$ cat config.mk
export PLATFORM = sky130hd
export DESIGN_NAME = ad_capture_ctrl
export DESIGN_NICKNAME = d
export VERILOG_FILES = /design/src/rtl/ad_capture_ctrl.sv
export SDC_FILE = /design/constraint.sdc
export NUM_CORES = 1
export LEC_CHECK = 0
export BUFFER_PORTS_ARGS = -buffer_cell sky130_fd_sc_hd__buf_2
export CAP_MARGIN = 40
export CORE_MARGIN = 1.5
export CORE_UTILIZATION = 30
export DETAILED_ROUTE_END_ITERATION = 10
export PLACE_DENSITY = 0.57
export SLEW_MARGIN = 20
export SYNTH_ARGS = -nofsm -noshare
export SYNTH_HDL_FRONTEND = slang
export SYNTH_SLANG_ARGS = --single-unit
$ cat constraint.sdc
create_clock -name ad_clk -period 4.15 [get_ports ad_clk]
set_input_delay 0.83 -clock ad_clk [delete_from_list [all_inputs] [get_ports ad_clk]]
set_output_delay 0.83 -clock ad_clk [all_outputs]
set_load 0.02 [all_outputs]
$ cat src/rtl/ad_capture_ctrl.sv
// Write side of the waveform sample buffer: decimates the ADC stream, keeps a pre-trigger
// history, detects a level/edge trigger, fills the frame and holds it until it has been drawn.
//
//   state  | meaning
//   -------+--------------------------------------------------------------
//   S_IDLE | stopped; address, counters and history cleared
//   S_PRE  | writing the PRE_TRIG samples that precede any trigger
//   S_ARM  | writing circularly, evaluating edge trigger and auto timeout
//   S_POST | writing samples after the trigger until the frame is full
//   S_HOLD | frame complete, no writes, waiting for frame_done
module ad_capture_ctrl #(
   parameter int DATA_W   = 8,
   parameter int ADDR_W   = 10,
   parameter int PRE_TRIG = 256,
   parameter int TIMEOUT  = 65535
) (
   input  logic              ad_clk,
   input  logic              rst_n,
   input  logic [DATA_W-1:0] ad_data,
   input  logic              run,
   input  logic [DATA_W-1:0] trig_level,
   input  logic              trig_edge,
   input  logic              trig_auto,
   input  logic [9:0]        decim,
   input  logic              frame_done,
   output logic              ad_buf_wr,
   output logic [11:0]       ad_buf_wr_addr,
   output logic [DATA_W-1:0] ad_buf_data,
   output logic [11:0]       start_addr,
   output logic              capt_done,
   output logic              auto_trig
);

   localparam int DEPTH    = 2 ** ADDR_W;
   localparam int POST_LEN = DEPTH - PRE_TRIG;
   localparam int TCNT_W   = $clog2(TIMEOUT + 1);

   localparam logic [ADDR_W-1:0] PRE_LAST  = ADDR_W'(PRE_TRIG - 1);
   localparam logic [ADDR_W-1:0] POST_LAST = ADDR_W'(POST_LEN - 1);
   localparam logic [ADDR_W-1:0] PRE_OFS   = ADDR_W'(PRE_TRIG);
   localparam logic [TCNT_W-1:0] TO_LAST   = TCNT_W'(TIMEOUT - 1);
   localparam logic [TCNT_W-1:0] TO_MAX    = TCNT_W'(TIMEOUT);

   typedef enum logic [2:0] {
      S_IDLE,
      S_PRE,
      S_ARM,
      S_POST,
      S_HOLD
   } state_t;

   state_t              state;
   logic [9:0]          dcnt;
   logic [ADDR_W-1:0]   waddr;
   logic [ADDR_W-1:0]   pcnt;
   logic [TCNT_W-1:0]   tcnt;
   logic [DATA_W-1:0]   prev;
   logic                prev_valid;

   logic                sample_en;
   logic                in_acq;
   logic                edge_hit;
   logic                time_hit;
   logic [ADDR_W-1:0]   trig_start;

   assign sample_en  = (state != S_IDLE) && (dcnt == decim);
   assign in_acq     = state inside {S_PRE, S_ARM, S_POST};
   assign edge_hit   = prev_valid &&
                       (trig_edge ? (prev > trig_level && ad_data <= trig_level)
                                  : (prev < trig_level && ad_data >= trig_level));
   assign time_hit   = trig_auto && (tcnt == TO_LAST);
   assign trig_start = waddr - PRE_OFS;

   always_ff @(posedge ad_clk or negedge rst_n) begin
      if (!rst_n) begin
         state          <= S_IDLE;
         dcnt           <= '0;
         waddr          <= '0;
         pcnt           <= '0;
         tcnt           <= '0;
         prev           <= '0;
         prev_valid     <= 1'b0;
         ad_buf_wr      <= 1'b0;
         ad_buf_wr_addr <= '0;
         ad_buf_data    <= '0;
         start_addr     <= '0;
         capt_done      <= 1'b0;
         auto_trig      <= 1'b0;
      end else begin
         ad_buf_wr <= 1'b0;

         if (state == S_IDLE || sample_en) begin
            dcnt <= '0;
         end else begin
            dcnt <= dcnt + 1'b1;
         end

         if (state == S_IDLE) begin
            waddr      <= '0;
            pcnt       <= '0;
            tcnt       <= '0;
            prev_valid <= 1'b0;
            capt_done  <= 1'b0;
            if (run) begin
               state <= S_PRE;
            end
         end else if (!run) begin
            // abort wins over trigger and frame_done; any write already issued still lands
            state     <= S_IDLE;
            capt_done <= 1'b0;
         end else begin
            if (sample_en && in_acq) begin
               ad_buf_wr      <= 1'b1;
               ad_buf_wr_addr <= 12'(waddr);
               ad_buf_data    <= ad_data;
               waddr          <= waddr + 1'b1;
               prev           <= ad_data;
               prev_valid     <= 1'b1;
            end

            case (state)
               S_PRE: begin
                  if (sample_en) begin
                     if (pcnt == PRE_LAST) begin
                        state <= S_ARM;
                        pcnt  <= '0;
                        tcnt  <= '0;
                     end else begin
                        pcnt <= pcnt + 1'b1;
                     end
                  end
               end
               S_ARM: begin
                  if (sample_en) begin
                     if (edge_hit || time_hit) begin
                        start_addr <= 12'(trig_start);
                        auto_trig  <= !edge_hit;
                        pcnt       <= ADDR_W'(1);
                        state      <= S_POST;
                     end else if (tcnt != TO_MAX) begin
                        tcnt <= tcnt + 1'b1;
                     end
                  end
               end
               S_POST: begin
                  if (sample_en) begin
                     if (pcnt == POST_LAST) begin
                        state     <= S_HOLD;
                        capt_done <= 1'b1;
                     end else begin
                        pcnt <= pcnt + 1'b1;
                     end
                  end
               end
               S_HOLD: begin
                  if (frame_done) begin
                     state     <= S_PRE;
                     pcnt      <= '0;
                     tcnt      <= '0;
                     capt_done <= 1'b0;
                  end
               end
               default: begin
                  state <= S_IDLE;
               end
            endcase
         end
      end
   end

endmodule

; ---- After elaboration in Yosys (flattened, before gate mapping)
; Index checks and enable logic that the tools add are counted.
[op_classes]
eq_ne = 27
n_bitwise = 1
n_addsub = 5
n_mux = 47
reduce_logical = 23
n_lt_le_gt_ge = 4
[op_table]
columns = cell, n
row1 = $mux 10, 13
row2 = $mux 16, 8
row3 = $pmux 16 s3, 1
row4 = $pmux 10 s4, 1
row5 = $add 10x1->10 const B, 3
row6 = $mux 3, 10
row7 = $reduce_and 8->1, 3
row8 = $add 16x1->16 const B, 1
row9 = $eq 16x16->1 const B, 1
row10 = $ne 16x16->1 const B, 1
row11 = $mux 1, 12
row12 = $ne 4x2->1 const B, 3
row13 = $ne 4x3->1 const B, 3
row14 = $pmux 3 s4, 1
row15 = $eq 10x10->1, 1
row16 = $eq 10x10->1 const B, 1
row17 = $eq 10x8->1 const B, 1
row18 = $sub 10x9->10 const B, 1
row19 = $ne 3x1->1 const B, 3
row20 = $ne 3x2->1 const B, 3
row21 = $ne 3x3->1 const B, 3
row22 = $ge 8x8->1, 1
row23 = $gt 8x8->1, 1
row24 = $le 8x8->1, 1
row25 = other kinds (21), 30
[totals]
ff_bits = 81
output_inout_bits = 35

; ---- Logic depth before layout (Yosys ltp)
; Gate-level depths: netlist of run 1.
[logic_depth]
word_depth = 10
depth_mapped = 11
ltp_nobuf = 10

; ---- Worst setup path after synthesis of run 1
; No wires, ideal clock.
[synth_path]
path_kind = input-to-reg
start = input port trig_level[6]
end = register tcnt[6]
t_arrival_ns = 2.825
setup_slack_ns = 1.186
path_buffers = 0
stages = 10
setup_time_ns = 0.139
cell_sequence = inv_1 ha_1 a21oi_1 nand2_1 a21oi_1 a211oi_1 o32ai_4 nand2_2 o311ai_0 o31ai_1
[synth_via]
elab_chain_len = 7
elab_cells_between_ends = 11
[synth_rtl]
columns = item, line
row1 = from (decl), 21  ; input logic [DATA_W-1:0] trig_level,
row2 = $lt 8x8->1 (tied with other cells), 70  ; : (prev < trig_level && ad_data >= trig_level));
row3 = "$logic_and 1x1->1, on equally long branches", "70, 69"
row4 = $mux 1 (*), 69  ; (trig_edge ? (prev > trig_level && ad_data <= trig_level)
row5 = $logic_and 1x1->1 (*), 68  ; assign edge_hit = prev_valid &&
row6 = $logic_or 1x1->1 (*), 135  ; if (edge_hit || time_hit) begin
row7 = $ne 3x3->1 (no line) (*), -
row8 = $reduce_and 8->1 (no line) (*), -
row9 = to (signal assigned), 141  ; tcnt <= tcnt + 1'b1;
row10 = to (decl), 56  ; logic [TCNT_W-1:0] tcnt;
; Mark *: on every way between the ends. The rest lies on a longest branch, timed or not.
; A chain may end at the register's enable or synchronous reset.

; ---- Final worst setup path of run 1
[layout_path]
start = input port trig_level[6]
end = register pcnt[5]
[layout_via]
elab_chain_len = 7
elab_cells_between_ends = 11
[layout_rtl]
columns = item, line
row1 = $lt 8x8->1 (tied with other cells), 70
row2 = "$logic_and 1x1->1, on equally long branches", "70, 69"
row3 = $mux 1 (*), 69
row4 = $logic_and 1x1->1 (*), 68
row5 = $logic_or 1x1->1 (*), 135
row6 = $ne 3x1->1 (no line) (*), -
row7 = $reduce_and 8->1 (no line) (*), -
row8 = to (signal assigned), 129  ; pcnt <= pcnt + 1'b1;
row9 = to (signal assigned), 151  ; pcnt <= pcnt + 1'b1;
row10 = to (decl), 55  ; logic [ADDR_W-1:0] pcnt;
; Marked as above.

==> out/qor.log, run 1 <==
qor: route.detail_route.drc_violations 0
qor: placed_design.placed_insts 736
qor: sta.max_slew_margin 47.9%
qor: grt.grt_max_degree 44
qor: finish.layout-drive-gt1-share 18.4%
qor: finish.syn2layout_area_growth 16.9%
qor: floorplanning.design.die.area 16200 µm²
qor: clock_network.cts_root_cell clkbuf_16
qor: power_and_ir_drop.power-per-cell-area 409 nW/µm²
qor: sta.finalMaxSlewViolations 0
qor: floorplanning.die_height 127 µm
qor: power_and_ir_drop.cellLeakagePower 2.59 nW
qor: grt.total_congestion_overflow 0
qor: floorplanning.row_count 45
qor: critical_path.critical_path_depth 11
qor: clock_network.cts_setup_buffers 0
qor: synthesis.synth_top_cell_by_area dfrtp_1
qor: clock_network.cts.reportedPaths.clkPinSlew 60 ps
qor: critical_path.reg2reg_setup_slack 1190 ps
qor: synthesis.synth.lib_cells_used.distinct 69
qor: placed_design.dpl.hpwl 7.63 mm
qor: synthesis.synth_cells 501
qor: floorplanning.core 15100 µm²
qor: synthesis.post_synthesis_register_bit_count 81
qor: finish.final_core_util 35.7%
qor: synthesis.synth.area.top_cells dfrtp_1 44%, nand2_1 7.1%, ha_1 5.7%
qor: floorplanning.die_w 127 µm
qor: route.final_antenna_net_count 0
qor: clock_network.cts_tree built
qor: power_and_ir_drop.peakVddDrop 0.000207 V
qor: grt.via_count_of_the_first_global_routing_pass 3829
qor: hold_path.holdCritPathClass reg -> reg
qor: placed_design.place.port_buffers 62
qor: synthesis.synthesis.yosys.warnings 0
qor: floorplanning.ios 67
qor: placed_design.post_dp_cell_area 5110 µm²
qor: synthesis.synth-edff-count 0
qor: critical_path.endpoint_of_the_worst_register_to_register_path pcnt[5]
qor: critical_path.critical_path.slowest_cell o31ai_2
qor: clock_network.clock_buffer_count_from_cts 9
qor: critical_path.buffering_stage_count_on_the_worst_path_with_inverters_included 2
qor: critical_path.cp_class in -> reg
qor: placed_design.detailedPlace.worstSlack 632 ps
qor: route.drt_iter0_markers 176
qor: floorplanning.initial_core_util 30.5%
qor: critical_path.worst-endpoint-required 4390 ps
qor: sta.min_period_over_period 76.6%
qor: route.drtPass1Iterations 4
qor: grt.grt_first_pass_wirelength 18.3 mm
qor: placed_design.gp_congestion 0.775
qor: grt.grt_antenna_before_repair 0
qor: clock_network.ctsHtreeMaxLevel 3
qor: route.routed_wire_length_per_instance 14.2 µm
qor: sta.final_critical_path_required_period 3180 ps
qor: finish.final_cell_mix 88 x nand2_1, 81 x dfrtp_1, 61 x buf_2
qor: clock_network.worst_skew_pair.late_latency 340 ps
qor: critical_path.cpLargestDelayFamily compound AO/OA/AOI/OAI gates
qor: route.finalWirelength 10.7 mm
qor: run.drv.max_cap_violation_count 0
qor: critical_path.worst-path-max-fanout 13
qor: hold_path.hold-path-endpoint ad_buf_wr_addr[8]
qor: sta.final_clock_skew 10.2 ps
qor: synthesis.syn_area_per_cell 9.22 µm²
qor: hold_path.worst_hold_startpoint ad_buf_wr_addr[8]
qor: outcome.run_status completed
qor: synthesis.yosys.area.top_type_share 43.9%
qor: finish.final_net_count 612
qor: synthesis.seq_area_frac_synth 43.9%
qor: finish.leading_cell_type_in_the_layout_fill_and_taps_excluded nand2_1
qor: critical_path.critical_path.reg2reg.startpoint prev[6]
qor: sta.timing_worst_slew_pin_value 777 ps
qor: clock_network.postCtsResizedCells 0
qor: critical_path.cp_data_arrival_time 3420 ps
qor: critical_path.worst_path_largest_cell_delay 690 ps
qor: grt.global_route.usage.total 14.1%
qor: critical_path.path_common_cell a21oi_1
qor: synthesis.synth-main-ff-cell dfrtp_1
qor: critical_path.crit_path_start_kind input pin
qor: finish.num_antenna_cells 0
qor: critical_path.worst-r2r-cell-count 9
qor: synthesis.synth_async_sr_flop_share 100%
qor: clock_network.ctsLongestPathBuffers 2
qor: finish.final_area 5400 µm²
qor: clock_network.clock_sinks 81
qor: clock_network.cts_hold_repair.buffers 0
qor: critical_path.crit_path_cell_trace buf_2, inv_1, ha_1, a21oi_1, nand2_1, a21oi_1, a211oi_1, o32a_1, o31ai_2, o21ai_0, o31ai_1
qor: sta.timing_hold_violations_final 0
qor: sta.finalSetupViolations 0
qor: route.avgViaCountPerCell 5.14
qor: sta.totalNegativeSetupSlack 0 ps
qor: sta.postLayoutSetupSlackWorst 973 ps
qor: synthesis.synth.cell_area 4620 µm²
qor: route.detailroute.via_count 3868
qor: sta.rsz_0062_raised_after_global_routing false
qor: critical_path.setup.worst_path.end_class flop
qor: sta.clock.fmax 315 MHz
qor: finish.final_cells 752
qor: hold_path.worst_hold_path.num_cells 2
## cell families after synthesis
kind of cell / Yosys count / share of synthesized area (%)
xor+xnor: 26 / 4.93
mux: 12 / 2.84
flops: 81 / 43.9
fa+ha+maj: 21 / 5.69
compound gates: 104 / 15.5
other cells: 1 / 0.0812
buf+inv: 49 / 4.63
simple gates: 207 / 22.4
## worst reg2reg max path: cells and delay by family, from the launching register on
family / cells / cell delay [ps]
flops: 1 / 400
simple gates: 1 / 60
compound gates: 7 / 2090
fa+ha+maj: 1 / 310
## where the power goes
part | total, W | internal, W | leakage [nW] | switching, W
Clock | 0.000769 | 0.000440 | 0.138 | 0.000329
Combinational | 0.000521 | 0.000196 | 1.34 | 0.000326
Sequential | 0.000919 | 0.000828 | 1.11 | 0.0000907
## per-layer routing
metal	GRT usage, %	share of wire, %	up-vias
met5	0	0	-
met4	5.75	1.8	0
met3	2.93	3.5	16
met2	23.6	49	81
met1	17.9	46	1881
li1	-	-	1890
## worst max-delay path by stage
stage | start | end
global route | trig_level[6] | pcnt[3]
detailed placement | trig_level[6] | pcnt[3]
global placement | trig_level[6] | pcnt[5]
finish | trig_level[6] | pcnt[5]
CTS | trig_level[6] | pcnt[5]
floorplan | trig_level[6] | tcnt[6]
## registers in the layout, summed over array words and instances, names as in the netlist, 3 cells and up
name,cells
ad_buf_wr_addr,10
dcnt,10
pcnt,10
prev,8
start_addr,10
state,3
tcnt,16
waddr,10
## cell usage after synthesis (all sizes together) (2+ instances only)
master / count
o31ai: 11
buf: 12
a211oi: 2
or4: 5
o31a: 2
or3: 4
nand3: 21
a21o: 4
o32ai: 2
dfrtp: 81
o41ai: 5
or2: 2
nor4: 4
nor2: 35
clkbuf: 10
o22a: 2
o21ai: 28
nor3b: 2
mux2: 9
xnor2: 15
nand2: 89
a31oi: 5
nand4: 15
nand2b: 2
inv: 26
o311ai: 4
o211ai: 6
and4: 2
ha: 21
nor2b: 4
and3: 8
mux2i: 3
a21oi: 24
xor2: 11
nor3: 8
## per-stage QoR
stage / hold WS (ps) / power [W]
final: 469 / 0.00221
after global routing: 500 / 0.00235
after CTS: 475 / 0.00224
after detailed placement: 458 / 0.00146
after global placement: 454 / 0.00144
after floorplan: 455 / 0.00132
## area by class of cell
| class | instances | area [µm²] |
|---|---|---|
| well taps | 188 | 235 |
| flip-flops and latches | 81 | 2030 |
| fillers | 1565 | 9750 |
| clock buffers | 11 | 253 |
| clock inverters | 5 | 37.5 |
| multi-input cells | 374 | 2390 |
| inverters | 27 | 101 |
| repair buffers | 66 | 355 |
Power figures use the tool's default switching activity.
==> inputs of run 2 (changes only) <==
- PLACE_DENSITY: 0.57 -> 0.59
- clock period: 4.15 -> 2.75 ns (I/O delays scaled with it)
==> out/qor.log, run 2 (synthesis results as in run 1) <==
qor: placed_design.placed_insts 764 [+3.8%]
qor: sta.finalMaxSlewViolations 0 [unchanged]
qor: power_and_ir_drop.power_switching 0.00118 W [+58%]
qor: sta.final_critical_path_required_period 2680 ps
qor: critical_path.cp_class reg -> reg
qor: run.drv.max_cap_violation_count 0 [unchanged]
qor: finish.leading_cell_type_in_the_layout_fill_and_taps_excluded nand2_1
qor: placed_design.gp_congestion 0.882 [+14%]
qor: placed_design.dpl.hpwl 7.98 mm [+4.6%]
qor: sta.totalNegativeSetupSlack 0 ps [unchanged]
qor: clock_network.clock_sinks 81 [unchanged]
qor: power_and_ir_drop.cellLeakagePower 2.76 nW [+6.5%]
qor: route.finalWirelength 11.1 mm [+3.7%]
qor: route.drtPass1Iterations 5 [+1]
qor: grt.global_route.usage.met1 18.4% [+0.51 points]
qor: critical_path.worst-path-max-fanout 6 [-7]
qor: floorplanning.die_height 127 µm [unchanged]
qor: route.routed_wire_length_per_instance 14.1 µm [-0.25%]
qor: sta.min_period_over_period 97.6%
qor: clock_network.worst_skew_pair.late_latency 340 ps [about the same]
qor: clock_network.cts_root_cell clkbuf_16
qor: grt.total_congestion_overflow 0 [unchanged]
qor: power_and_ir_drop.p_comb_share 27.8% [+4.2 points]
qor: route.detail_route.drc_violations 0 [unchanged]
qor: sta.max_slew_margin 62.5% [+15 points]
qor: power_and_ir_drop.pwr-share-clk 34.9% [about the same]
qor: finish.final_cells 782 [+4.0%]
qor: critical_path.worst-endpoint-required 2960 ps [-1430 ps]
qor: floorplanning.die_w 127 µm [unchanged]
qor: grt.via_count_of_the_first_global_routing_pass 3847 [+0.47%]
qor: floorplanning.ios 67 [unchanged]
qor: finish.largest_reg_flops 16 [unchanged]
qor: hold_path.holdCritPathClass in -> async
qor: sta.clock.fmax 373 MHz
qor: grt.grt_max_degree 50 [+14%]
qor: critical_path.crit_path_start_kind flop
qor: finish.layout-drive-gt1-share 24.2% [+5.8 points]
qor: finish.syn2layout_area_growth 24.6%
qor: grt.global_route.usage.met2 22.9% [-0.70 points]
qor: power_and_ir_drop.cell_internal_pwr 0.00238 W [+62%]
qor: floorplanning.initial_core_util 30.5% [unchanged]
qor: grt.groute.layer.met3.usage 3.27% [+0.34 points]
qor: sta.timing_worst_slew_pin_value 561 ps [-216 ps]
qor: grt.grt_first_pass_wirelength 18.5 mm [+1.1%]
qor: floorplanning.row_count 45 [unchanged]
qor: clock_network.ctsHtreeMaxLevel 3 [unchanged]
qor: grt.global_route.usage.total 14.2% [+0.031 points]
qor: floorplanning.core 15100 µm² [unchanged]
qor: power_and_ir_drop.peakVddDrop 0.000278 V [+34%]
qor: sta.finalSetupViolations 0 [unchanged]
qor: route.detailroute.via_count 4004 [+3.5%]
qor: power_and_ir_drop.power-per-cell-area 617 nW/µm² [+51%]
qor: power_and_ir_drop.sequentialPowerShare 37.3% [-4.3 points]
qor: clock_network.cts.reportedPaths.clkPinSlew 60 ps [about the same]
qor: sta.final_clock_skew 9.30 ps [-0.887 ps]
qor: clock_network.clock_buffer_count_from_cts 9 [unchanged]
qor: critical_path.cp_data_arrival_time 2890 ps [-530 ps]
qor: sta.rsz_0062_raised_after_global_routing true
qor: sta.timing_hold_violations_final 0 [unchanged]
qor: power_and_ir_drop.switching_share 33.1% [-0.66 points]
qor: grt.grt-busiest-layer met2
qor: finish.final_net_count 642 [+4.9%]
qor: route.drt_iter0_markers 205 [+16%]
qor: finish.num_antenna_cells 0 [unchanged]
qor: route.avgViaCountPerCell 5.12 [-0.46%]
qor: finish.final_area 5760 µm² [+6.6%]
qor: placed_design.post_dp_cell_area 5350 µm² [+4.6%]
qor: grt.grt_antenna_before_repair 0 [unchanged]
qor: clock_network.cts_tree built
qor: placed_design.place.port_buffers 62 [unchanged]
qor: clock_network.ctsLongestPathBuffers 2 [unchanged]
qor: critical_path.setup.worst_path.end_class flop
qor: finish.regMostFlops tcnt
qor: finish.final_cell_mix 88 x nand2_1, 80 x dfrtp_1, 61 x buf_2
qor: route.final_antenna_net_count 0 [unchanged]
qor: floorplanning.design.die.area 16200 µm² [unchanged]
qor: critical_path.worst-r2r-cell-count 12 [+3]
qor: outcome.run_status completed
run 2: per-stage QoR:
stage	total power [W]	hold slack [ps]	setup slack, ps	util (%)
finish	0.00355	154	66.2	38.0
global route	0.00375	181	-71.2	38.0
CTS	0.00356	169	45.7	37.3
detailed placement	0.00230	462	-307	35.3
global placement	0.00227	453	-195	35.3
floorplan	0.00199	254	65.9	-
run 2: cell type report:
cell class / count / area [µm²]
fillers: 1520 / 9390
inverters: 27 / 101
well taps: 188 / 235
clock buffers: 11 / 243
repair buffers: 95 / 606
multi-input cells: 375 / 2480
flip-flops and latches: 81 / 2030
clock inverters: 5 / 63.8
run 2: power by group through the flow:
| stage | Clock, W | Sequential [W] | Combinational, W |
|---|---|---|---|
| after floorplan | 0 | 0.00133 | 0.000665 |
| after global placement | 0 | 0.00134 | 0.000934 |
| after detailed placement | 0 | 0.00134 | 0.000956 |
| after CTS | 0.00128 | 0.00132 | 0.000964 |
| after global routing | 0.00132 | 0.00133 | 0.00109 |
| final | 0.00124 | 0.00132 | 0.000987 |
run 2: final timing paths:
path | startpoint | end | slack [ps]
worst max-delay path | prev[1] | tcnt[15] | 70
worst min-delay path | rst_n | prev[3] | 150
worst max register to register | prev[1] | tcnt[15] | 70
worst min register to register | ad_buf_wr_addr[7] | ad_buf_wr_addr[7] | 470
max in group asynchronous | rst_n | start_addr[6] | 1970
min in group ad_clk | ad_data[3] | prev[3] | 420
run 2: layer usage:
metal  routed length, µm  part of all wire (%)
met2                5330                    48
met1                5170                    47
met5                   0                     0
met3                 398                   3.6
met4                 164                   1.5
run 2: repair_timing:
action	CTS	global route
resized for setup	1	19
cloned	0	1
hold buffers	0	0
pin swaps	0	11
setup endpoints to repair	9	24
buffers inserted	0	1
hold endpoints to repair	0	0
run 2: worst max-delay path, stage by stage (launching register included):
cell	delay, ps
dfrtp_1	420
ha_4	280
nor2b_4	120
o211ai_1	100
a21o_1	220
buf_6	130
and4b_2	230
buf_6	120
o32ai_4	110
buf_12	160
nand4b_1	190
o311ai_1	330
o41ai_1	120
